### src/rtl/ahb_tl_pkg.sv
// ============================================================================
// ahb_tl_pkg
// Shared AHB-Lite / TileLink-UL encodings and the inbound-bridge FSM states.
// Revision: 1.0
// ============================================================================
`default_nettype none

package ahb_tl_pkg;

  localparam logic [1:0] HTRANS_IDLE   = 2'b00;
  localparam logic [1:0] HTRANS_BUSY   = 2'b01;
  localparam logic [1:0] HTRANS_NONSEQ = 2'b10;
  localparam logic [1:0] HTRANS_SEQ    = 2'b11;

  localparam logic [2:0] HSIZE_BYTE = 3'd0;
  localparam logic [2:0] HSIZE_HALF = 3'd1;
  localparam logic [2:0] HSIZE_WORD = 3'd2;

  localparam logic HRESP_OKAY  = 1'b0;
  localparam logic HRESP_ERROR = 1'b1;

  localparam logic [2:0] TL_GET           = 3'd4;
  localparam logic [2:0] TL_PUTFULL       = 3'd0;
  localparam logic [2:0] TL_PUTPARTIAL    = 3'd1;
  localparam logic [2:0] TL_ACCESSACK     = 3'd0;
  localparam logic [2:0] TL_ACCESSACKDATA = 3'd1;

  typedef enum logic [2:0] {
    ST_IDLE   = 3'd0,
    ST_WDATA  = 3'd1,
    ST_A_SEND = 3'd2,
    ST_D_WAIT = 3'd3,
    ST_RESP   = 3'd4,
    ST_ERR1   = 3'd5,
    ST_ERR2   = 3'd6
  } state_e;

endpackage

`default_nettype wire

### src/rtl/ahb_tl_mask_gen.sv
// ============================================================================
// ahb_tl_mask_gen
// Byte-lane mask and bad-transfer flag from a transfer size and address offset.
// Revision: 1.0
// ============================================================================
`default_nettype none

module ahb_tl_mask_gen (
  input  logic [2:0] size,
  input  logic [1:0] offset,
  output logic [3:0] mask,
  output logic       bad
);

  // bad covers both unsupported sizes and offsets not aligned to the size
  always_comb begin
    mask = 4'b0000;
    bad  = 1'b0;
    case (size)
      3'd0: mask = 4'b0001 << offset;
      3'd1: begin
        mask = offset[1] ? 4'b1100 : 4'b0011;
        bad  = offset[0];
      end
      3'd2: begin
        mask = 4'b1111;
        bad  = |offset;
      end
      default: bad = 1'b1;
    endcase
  end

endmodule

`default_nettype wire

### src/rtl/ahb_lite_to_tl_ul_bridge.sv
// ============================================================================
// ahb_lite_to_tl_ul_bridge
// Inbound AHB-Lite subordinate reissuing single beats as TL-UL Get/Put requests.
// Optional macro AHB_TL_BRIDGE_POSTED_WRITE_EN makes writes posted.
// Revision: 1.0
// ============================================================================
`default_nettype none

module ahb_lite_to_tl_ul_bridge
  import ahb_tl_pkg::*;
#(
  parameter int ADDR_W = 32,
  parameter int SRC_W  = 1
) (
  input  logic              clock,
  input  logic              reset,
  input  logic              hsel,
  input  logic              hwrite,
  input  logic              hreadyin,
  input  logic [ADDR_W-1:0] haddr,
  input  logic [1:0]        htrans,
  input  logic [2:0]        hsize,
  input  logic [2:0]        hburst,
  input  logic [3:0]        hprot,
  input  logic [31:0]       hwdata,
  output logic              hreadyout,
  output logic              hresp,
  output logic [31:0]       hrdata,
  output logic              a_valid,
  input  logic              a_ready,
  output logic [2:0]        a_opcode,
  output logic [2:0]        a_param,
  output logic [2:0]        a_size,
  output logic [SRC_W-1:0]  a_source,
  output logic [ADDR_W-1:0] a_address,
  output logic [3:0]        a_mask,
  output logic [31:0]       a_data,
  input  logic              d_valid,
  input  logic              d_denied,
  input  logic              d_corrupt,
  input  logic [2:0]        d_opcode,
  input  logic [31:0]       d_data,
  output logic              d_ready,
  output logic              posted_err
);

`ifdef AHB_TL_BRIDGE_POSTED_WRITE_EN
  localparam bit POSTED = 1'b1;
`else
  localparam bit POSTED = 1'b0;
`endif

  state_e              state_q, state_d;
  logic                txn_write_q, txn_write_d;
  logic [ADDR_W-1:0]   txn_addr_q, txn_addr_d;
  logic [2:0]          txn_size_q, txn_size_d;
  logic [3:0]          txn_mask_q, txn_mask_d;
  logic [31:0]         wdata_q, wdata_d;
  logic [31:0]         hrdata_q, hrdata_d;
  logic                pend_q, pend_d;
  logic                pend_write_q, pend_write_d;
  logic [ADDR_W-1:0]   pend_addr_q, pend_addr_d;
  logic [2:0]          pend_size_q, pend_size_d;
  logic                posted_err_q, posted_err_d;

  logic                bg;
  logic                accept;
  logic                do_launch;
  logic                l_write;
  logic [ADDR_W-1:0]   l_addr;
  logic [2:0]          l_size;
  logic [3:0]          l_mask;
  logic                l_bad;
  logic                unused_sigs;

  assign unused_sigs = ^{hburst, hprot, d_opcode};

  // A posted write keeps the AHB side open while its Put is still in flight
  assign bg = POSTED && txn_write_q &&
              (state_q == ST_WDATA || state_q == ST_A_SEND || state_q == ST_D_WAIT);

  always_comb begin
    hreadyout = 1'b1;
    hresp     = HRESP_OKAY;
    case (state_q)
      ST_WDATA:             hreadyout = POSTED;
      ST_A_SEND, ST_D_WAIT: hreadyout = bg & ~pend_q;
      ST_ERR1: begin
        hreadyout = 1'b0;
        hresp     = HRESP_ERROR;
      end
      ST_ERR2:              hresp = HRESP_ERROR;
      default: ;
    endcase
  end

  assign accept = hsel & hreadyin & htrans[1] & hreadyout & (state_q != ST_ERR2);

  // A held transfer takes priority over the live bus when a new beat launches
  assign l_write = pend_q ? pend_write_q : hwrite;
  assign l_addr  = pend_q ? pend_addr_q  : haddr;
  assign l_size  = pend_q ? pend_size_q  : hsize;

  ahb_tl_mask_gen u_mask_gen (
    .size   (l_size),
    .offset (l_addr[1:0]),
    .mask   (l_mask),
    .bad    (l_bad)
  );

  always_comb begin
    state_d      = state_q;
    txn_write_d  = txn_write_q;
    txn_addr_d   = txn_addr_q;
    txn_size_d   = txn_size_q;
    txn_mask_d   = txn_mask_q;
    wdata_d      = wdata_q;
    hrdata_d     = hrdata_q;
    pend_d       = pend_q;
    pend_write_d = pend_write_q;
    pend_addr_d  = pend_addr_q;
    pend_size_d  = pend_size_q;
    posted_err_d = posted_err_q;
    do_launch    = 1'b0;

    case (state_q)
      ST_IDLE, ST_RESP: begin
        state_d   = ST_IDLE;
        do_launch = accept;
      end
      ST_WDATA: begin
        wdata_d = hwdata;
        state_d = ST_A_SEND;
      end
      ST_A_SEND: if (a_ready) state_d = ST_D_WAIT;
      ST_D_WAIT: if (d_valid) begin
        if (bg) begin
          posted_err_d = posted_err_q | d_denied;
          state_d      = ST_IDLE;
          do_launch    = pend_q | accept;
          pend_d       = 1'b0;
        end else if (d_denied || (d_corrupt && !txn_write_q)) begin
          state_d = ST_ERR1;
        end else begin
          state_d = ST_RESP;
          if (!txn_write_q) hrdata_d = d_data;
        end
      end
      ST_ERR1: state_d = ST_ERR2;
      ST_ERR2: state_d = ST_IDLE;
      default: state_d = ST_IDLE;
    endcase

    if (bg && accept && !(state_q == ST_D_WAIT && d_valid)) begin
      pend_d       = 1'b1;
      pend_write_d = hwrite;
      pend_addr_d  = haddr;
      pend_size_d  = hsize;
    end

    if (do_launch) begin
      txn_write_d = l_write;
      txn_addr_d  = l_addr;
      txn_size_d  = l_size;
      txn_mask_d  = l_mask;
      if (l_bad)        state_d = ST_ERR1;
      else if (l_write) state_d = ST_WDATA;
      else              state_d = ST_A_SEND;
    end
  end

  always_ff @(posedge clock or posedge reset) begin
    if (reset) begin
      state_q      <= ST_IDLE;
      txn_write_q  <= 1'b0;
      txn_addr_q   <= '0;
      txn_size_q   <= 3'd0;
      txn_mask_q   <= 4'd0;
      wdata_q      <= 32'd0;
      hrdata_q     <= 32'd0;
      pend_q       <= 1'b0;
      pend_write_q <= 1'b0;
      pend_addr_q  <= '0;
      pend_size_q  <= 3'd0;
      posted_err_q <= 1'b0;
    end else begin
      state_q      <= state_d;
      txn_write_q  <= txn_write_d;
      txn_addr_q   <= txn_addr_d;
      txn_size_q   <= txn_size_d;
      txn_mask_q   <= txn_mask_d;
      wdata_q      <= wdata_d;
      hrdata_q     <= hrdata_d;
      pend_q       <= pend_d;
      pend_write_q <= pend_write_d;
      pend_addr_q  <= pend_addr_d;
      pend_size_q  <= pend_size_d;
      posted_err_q <= posted_err_d;
    end
  end

  // A-channel fields read as zero whenever no request is being offered
  assign a_valid   = (state_q == ST_A_SEND);
  assign a_opcode  = !a_valid    ? 3'd0 :
                     !txn_write_q ? TL_GET :
                     (txn_size_q == HSIZE_WORD) ? TL_PUTFULL : TL_PUTPARTIAL;
  assign a_param   = 3'd0;
  assign a_size    = a_valid ? txn_size_q : 3'd0;
  assign a_source  = '0;
  assign a_address = a_valid ? txn_addr_q : '0;
  assign a_mask    = a_valid ? txn_mask_q : 4'd0;
  assign a_data    = (a_valid && txn_write_q) ? wdata_q : 32'd0;
  assign d_ready   = (state_q == ST_D_WAIT);
  assign hrdata    = hrdata_q;
  assign posted_err = POSTED & posted_err_q;

endmodule

`default_nettype wire

### config.mk
export PLATFORM = sky130hd
export DESIGN_NAME = ahb_lite_to_tl_ul_bridge
export DESIGN_NICKNAME = d
export VERILOG_FILES = /design/src/rtl/ahb_tl_pkg.sv /design/src/rtl/ahb_tl_mask_gen.sv /design/src/rtl/ahb_lite_to_tl_ul_bridge.sv
export SDC_FILE = /design/constraint.sdc
export NUM_CORES = 1
export LEC_CHECK = 0
export BUFFER_PORTS_ARGS = -buffer_cell sky130_fd_sc_hd__buf_4
export CORE_MARGIN = 5
export CORE_UTILIZATION = 50
export DETAILED_ROUTE_END_ITERATION = 16
export HOLD_SLACK_MARGIN = 0.06
export MAX_ROUTING_LAYER = met4
export PLACE_DENSITY = 0.86
export SKIP_CTS_REPAIR_TIMING = 1
export SYNTH_ARGS = -nofsm -noshare
export SYNTH_HDL_FRONTEND = slang
export SYNTH_SLANG_ARGS = --single-unit
### constraint.sdc
create_clock -name clock -period 6.25 [get_ports clock]
set_clock_uncertainty 0.2 [all_clocks]
set_input_delay 0.9375 -clock clock [delete_from_list [all_inputs] [get_ports clock]]
set_output_delay 0.9375 -clock clock [all_outputs]
set_load 0.02 [all_outputs]
# Word level (Yosys, flattened, before mapping)
# Cells that the tools add are included.
dict set report totals {
  register_bits 107
  in_bits 120
  output_inout_bits 115
  wordCells 58
}
dict set report classes {
  eq_ne 12
  n_shift 1
  muxes 20
  bitwise_logic 6
  n_reduce_logical 12
}
# cell n
set op_table {}
lappend op_table {{$mux W32} 2}
lappend op_table {{$mux W3} 7}
lappend op_table {{$eq A3 B2 Y1 const B} 4}
lappend op_table {{$pmux W3 S4} 1}
lappend op_table {{$pmux W4 S3} 1}
lappend op_table {{$eq A3 B3 Y1 const B} 3}
lappend op_table {{$mux W4} 2}
lappend op_table {{$eq A3 B1 Y1 const B} 2}
lappend op_table {{$logic_not A3 Y1} 2}
lappend op_table {{$reduce_or A2 Y1} 3}
lappend op_table {{$mux W1} 5}
lappend op_table {{$and A1 B1 Y1} 4}
lappend op_table {{$reduce_and A4 Y1} 1}
lappend op_table {{$reduce_or A4 Y1} 1}
lappend op_table {{$shl A1 B2 Y4 const A} 1}
lappend op_table {{$ne A3 B1 Y1 const B} 1}
lappend op_table {{$ne A3 B2 Y1 const B} 1}
lappend op_table {{$ne A3 B3 Y1 const B} 1}
lappend op_table {{$pmux W1 S3} 1}
lappend op_table {{$logic_and A1 B1 Y1} 2}
lappend op_table {{$mux W2} 1}
lappend op_table {{$not A1 Y1} 2}
lappend op_table {{$reduce_and A2 Y1} 1}
lappend op_table {{$logic_not A1 Y1} 1}
lappend op_table {{$logic_or A1 B1 Y1} 1}

# Depth between registers and ports, before layout
dict set report depth {
  word_depth 8
  ltp_mapped 7
  mapped_depth_nobuf 5
}

# Modules after synthesis
# From an unflattened synthesis, not the netlist that was laid out.
dict set report unflattened {
  hier_cells 360
  hier_area_um2 4895.9
}
# mod n_inst cells_per_inst area_per_inst_um2 seq_area_each_um2
set by_module_without_submodules {}
lappend by_module_without_submodules {ahb_lite_to_tl_ul_bridge 1 345 4818.4 2677.6}
lappend by_module_without_submodules {ahb_tl_mask_gen 1 15 77.6 0.0}

# Worst setup path after synthesis
# Ideal clock, no wire load.
dict set report synth_timing {
  path_type {reg-to-output}
  from {reg state_q[2]}
  to {out a_opcode[0]}
  arrival_ns 1.459
  required_ns 5.112
  slack_ns 3.653
  stages_incl_launch_ff 6
  cell_sequence {dfrtp_1 -> nand2b_1 -> nor2_1 -> clkbuf_1 -> nand2_1 -> a21oi_1}
}
dict set report synth_via {
  elab_chain_cells 2
}
# item line
set synth_lines {}
lappend synth_lines {{start, declared} ahb_lite_to_tl_ul_bridge.sv:53} ;# state_e state_q, state_d;
lappend synth_lines {{start signal, assigned} ahb_lite_to_tl_ul_bridge.sv:187} ;# state_q <= state_d;
lappend synth_lines {{$eq A3 B2 Y1} ahb_lite_to_tl_ul_bridge.sv:203} ;# assign a_valid = (state_q == ST_A_SEND);
lappend synth_lines {{via a_valid} ahb_lite_to_tl_ul_bridge.sv:29} ;# output logic a_valid,
lappend synth_lines {{$mux W3} ahb_lite_to_tl_ul_bridge.sv:204} ;# assign a_opcode = !a_valid ? 3'd0 :
lappend synth_lines {{end, declared} ahb_lite_to_tl_ul_bridge.sv:31} ;# output logic [2:0] a_opcode,
# The timed path passes the listed nets, and every way through them passes these cells.

# Worst setup path after layout
dict set report layout_timing {
  from {reg state_q[2]}
  to {out a_opcode[0]}
}
dict set report layout_via {
  elab_chain_cells 2
}
# item line
set layout_lines {}
lappend layout_lines {{$eq A3 B2 Y1} ahb_lite_to_tl_ul_bridge.sv:203}
lappend layout_lines {{$mux W3} ahb_lite_to_tl_ul_bridge.sv:204}
# No other way between the ends.

==> flow_summary.html <==
<table>
<tr><th>Metric</th><th>Value</th></tr>
<tr><th colspan="2">Logic synthesis</th></tr>
<tr><td>Number of enable-type register cells in the synthesized netlist</td><td>0</td></tr>
<tr><td>Fraction of the yosys area taken by sequential cells</td><td>0.551</td></tr>
<tr><td>Post-synth design cell area</td><td>4860 um2</td></tr>
<tr><td>#FFs+latches synth</td><td>107</td></tr>
<tr><td>Mean instance size in the synthesized netlist</td><td>11.2 um2</td></tr>
<tr><td>Cell count after synthesis</td><td>434</td></tr>
<tr><td>Number of different library cells in the post-synthesis netlist</td><td>37</td></tr>
<tr><td>Number of warnings issued by yosys</td><td>0</td></tr>
<tr><td>Post-synth top flop</td><td>dfrtp_1</td></tr>
<tr><td>Async set-or-reset flop fraction in the synthesized netlist</td><td>1.00</td></tr>
<tr><th colspan="2">Power</th></tr>
<tr><td>Cell area power density</td><td>472 nW/um2</td></tr>
<tr><td>Worst-case vdd ir drop</td><td>0.283 mV</td></tr>
<tr><td>Leakage dissipation</td><td>3.69 nW</td></tr>
<tr><td>Final Power</td><td>3.16 mW</td></tr>
<tr><th colspan="2">Clock network</th></tr>
<tr><td>Clk slew on worst S/H paths</td><td>0.09 ns</td></tr>
<tr><td>Clk buf depth</td><td>2</td></tr>
<tr><td>TritonCTS clock tree</td><td>yes</td></tr>
<tr><td>Number of buffers inserted during clock tree synthesis</td><td>9</td></tr>
<tr><td>Count of H-tree levels built during CTS</td><td>3</td></tr>
<tr><td>Sinks on Clock Net</td><td>107</td></tr>
<tr><td>Clock latency at the later pin of the worst-skew pair</td><td>0.36 ns</td></tr>
<tr><td>Cell at the root of the clock tree</td><td>clkbuf_8</td></tr>
<tr><th colspan="2">Run</th></tr>
<tr><td>Number of maximum-capacitance violations</td><td>0</td></tr>
<tr><th colspan="2">Hold path</th></tr>
<tr><td>Origin of the worst min-delay path</td><td>txn_addr_q[30]</td></tr>
<tr><td>Hold Path Cell Cnt</td><td>2</td></tr>
<tr><td>Worst min-delay path class</td><td>flip-flop to flip-flop</td></tr>
<tr><td>Hold Path End</td><td>txn_addr_q[30]</td></tr>
<tr><th colspan="2">Final layout</th></tr>
<tr><td>Count of filler cells inserted in the layout</td><td>750</td></tr>
<tr><td>Most common cell after layout, fill and taps aside</td><td>buf_4</td></tr>
<tr><td>Layout overhead on the synthesized area</td><td>38.0%</td></tr>
<tr><td>Non-Filler Instances</td><td>776</td></tr>
<tr><td>Net count reported at finish</td><td>758</td></tr>
<tr><td>Number of diodes added for antenna fixing</td><td>0</td></tr>
<tr><td>Top library cells by usage in the layout, fill and taps aside</td><td>221 x buf_4, 113 x nand2_1, 107 x dfrtp_1</td></tr>
<tr><td>Share of final-layout standard cells stronger than drive strength 1</td><td>0.470</td></tr>
<tr><th colspan="2">Global route</th></tr>
<tr><td>Initial antenna violation count</td><td>0</td></tr>
<tr><td>Gr busiest metal</td><td>met2</td></tr>
<tr><td>Met1 Use GR</td><td>0.267</td></tr>
<tr><td>Met3 usage in global routing</td><td>0.0400</td></tr>
<tr><td>Wire length of the first global-routing pass</td><td>19700 um</td></tr>
<tr><td>Global router's overall resource usage</td><td>0.221</td></tr>
<tr><td>Overall overflow remaining after global route</td><td>0</td></tr>
<tr><td>Largest net degree at the start of global routing</td><td>81</td></tr>
<tr><td>Met2 track demand over resource in global routing</td><td>0.370</td></tr>
<tr><td>Via count of the first global-routing pass</td><td>4065</td></tr>
<tr><th colspan="2">Critical path</th></tr>
<tr><td>Category of the worst setup path launch point</td><td>flip-flop</td></tr>
<tr><td>Cell type group with the largest total delay on the critical path</td><td>simple AND/OR/NAND/NOR gates</td></tr>
<tr><td>Number of cells traversed by the worst register-to-register path</td><td>3</td></tr>
<tr><td>Critical path launch point</td><td>state_q[2]</td></tr>
<tr><td>Category of the most critical setup path</td><td>flip-flop to output port</td></tr>
<tr><td>Buffering stage count on the worst path with inverters included</td><td>1</td></tr>
<tr><td>Setup slack, reg-to-reg</td><td>3.76 ns</td></tr>
<tr><td>Worst reg2reg startpoint</td><td>txn_write_q</td></tr>
<tr><td>Highest net fanout along the worst path</td><td>74</td></tr>
<tr><td>Cells along the critical path</td><td>nand2b_1, nor2_4, nand2_1, a21oi_1, buf_4</td></tr>
<tr><td>Capture instance of the worst register-to-register path</td><td>hrdata[13]</td></tr>
<tr><td>Signal arrival time at the worst endpoint</td><td>2.45 ns</td></tr>
<tr><td>Slowest cell on the critical path</td><td>nor2_4</td></tr>
<tr><td>Required time of the critical path</td><td>5.11 ns</td></tr>
<tr><td>Maximum cell stage delay along the critical path</td><td>0.96 ns</td></tr>
<tr><td>Element type at the critical path end</td><td>output port</td></tr>
<tr><th colspan="2">Placed design</th></tr>
<tr><td>Final Wtd Congestion</td><td>0.798</td></tr>
<tr><td>Count of input and output buffers</td><td>217</td></tr>
<tr><td>Worst-case setup slack after placement</td><td>3.02 ns</td></tr>
<tr><td>Cells after DPL</td><td>760</td></tr>
<tr><td>Half-perimeter wire length after placement</td><td>9140 um</td></tr>
<tr><th colspan="2">Detailed routing</th></tr>
<tr><td>Post-detailed-route DRC marker count</td><td>0</td></tr>
<tr><td>Via count</td><td>3877</td></tr>
<tr><td>Number of DRC markers after the initial detailed-route iteration</td><td>204</td></tr>
<tr><td>1st-pass router iterations</td><td>4</td></tr>
<tr><td>Antenna-violating nets left</td><td>0</td></tr>
<tr><td>Routed wire per std cell</td><td>16.0 um</td></tr>
<tr><td>Final Routed Wirelength</td><td>12400 um</td></tr>
<tr><td>Vias per cell</td><td>5.00</td></tr>
<tr><th colspan="2">Timing</th></tr>
<tr><td>Setup repair after global routing missed its margin</td><td>false</td></tr>
<tr><td>Hold Vio Cnt, Final</td><td>0</td></tr>
<tr><td>Tcrit/Tclk final</td><td>0.574</td></tr>
<tr><td>Remaining max-slew budget at the tightest pin</td><td>0.168</td></tr>
<tr><td>Worst hold slack across all endpoints</td><td>0.274 ns</td></tr>
<tr><td>Final Max Slew Viols</td><td>0</td></tr>
<tr><td>Slew @ Worst Pin</td><td>1.25 ns</td></tr>
<tr><td>Final min period</td><td>3.59 ns</td></tr>
<tr><td>Max Clock Freq</td><td>279 MHz</td></tr>
<tr><td>Final setup violation count</td><td>0</td></tr>
<tr><td>Sum of negative setup slack</td><td>0 ns</td></tr>
<tr><td>Setup WS post-layout</td><td>2.66 ns</td></tr>
<tr><th colspan="2">Floorplan</th></tr>
<tr><td>Die outline area</td><td>11800 um2</td></tr>
<tr><td>Row cnt</td><td>36</td></tr>
<tr><td>Core area</td><td>9640 um2</td></tr>
<tr><td>Top Ports</td><td>235</td></tr>
<tr><td>Die height</td><td>109 um</td></tr>
<tr><td>Initial core utilization</td><td>0.504</td></tr>
<tr><td>Chip width</td><td>109 um</td></tr>
<tr><th colspan="2">Outcome</th></tr>
<tr><td>Status</td><td>complete, no violations</td></tr>
</table>
worst max-delay path by stage:
stage,cells after the start,to
2_1_floorplan,1,hrdata[0]
3_3_place_gp,5,a_opcode[0]
3_5_place_dp,5,a_opcode[0]
4_1_cts,5,a_opcode[0]
5_1_grt,5,a_opcode[0]
6_report,5,a_opcode[0]
tightest hold or removal path, stage by stage (launching register included):
cell	delay, ns
dfrtp_1	0.34
nand2_1	0.05
nand2_1	0.06
flip-flops by register name (all words and copies together) (netlist names):
name	count
hrdata	32
txn_mask_q	4
txn_size_q	3
state_q	3
txn_write_q	1
txn_addr_q	32
wdata_q	32
synth_stat cells, types with 2 or more instances:
library cell | n | area [um2]
buf_4 | 7 | 52.6
inv_1 | 3 | 11.3
mux2_4 | 30 | 450
o21ai_1 | 2 | 10.0
a21oi_1 | 5 | 25.0
buf_6 | 3 | 33.8
and3_1 | 33 | 206
nand2_1 | 113 | 424
clkbuf_1 | 16 | 60.1
and2_1 | 39 | 244
mux2_2 | 28 | 315
nor3_1 | 3 | 15.0
mux2_1 | 6 | 67.6
nand2b_1 | 4 | 25.0
buf_2 | 7 | 35.0
a21o_1 | 2 | 15.0
o31ai_1 | 3 | 22.5
nor2_1 | 5 | 18.8
dfrtp_1 | 107 | 2680
cells by family (layout without fill, tap and decap cells):
group | count (synthesis) | in the layout | synth area share
DFF | 107 | 107 | 0.551
and+or+nand+nor | 206 | 206 | 0.210
muxes | 64 | 64 | 0.171
buffers and inverters | 37 | 241 | 0.0404
other | 1 | 6 | 0.000772
AOI/OAI and AO/OA | 19 | 19 | 0.0265
per-layer routing:
layer / wire, um / vias to the layer above / part of all wire
met5: 0 / - / 0
met4: 267 / 0 / 0.021
met3: 844 / 23 / 0.068
met2: 6470 / 150 / 0.52
met1: 4850 / 1884 / 0.39
li1: - / 1820 / -
area by class of cell:
| class | count | area (um2) | share of cell area |
|---|---|---|---|
| Inverter | 4 | 17.5 | 0.00261 |
| Sequential cell | 107 | 2680 | 0.399 |
| Timing Repair Buffer | 221 | 1660 | 0.247 |
| Tap cell | 133 | 166 | 0.0248 |
| Multi-Input combinational cell | 295 | 2010 | 0.300 |
| Clock inverter | 5 | 40.0 | 0.00597 |
| Clock buffer | 11 | 131 | 0.0196 |
stage by stage:
stage,cell area [um2],utilization
detailed placement,6540,0.678
CTS,6710,0.696
floorplan,4880,-
finish,6710,0.696
global placement,6540,0.678
global route,6710,0.696
power by group:
part | leakage, nW | internal (mW) | switching [mW]
clock | 0.0757 | 0.147 | 0.232
sequential | 1.32 | 1.04 | 0.219
combinational | 2.29 | 0.750 | 0.781
Power figures use the tool's default switching activity.
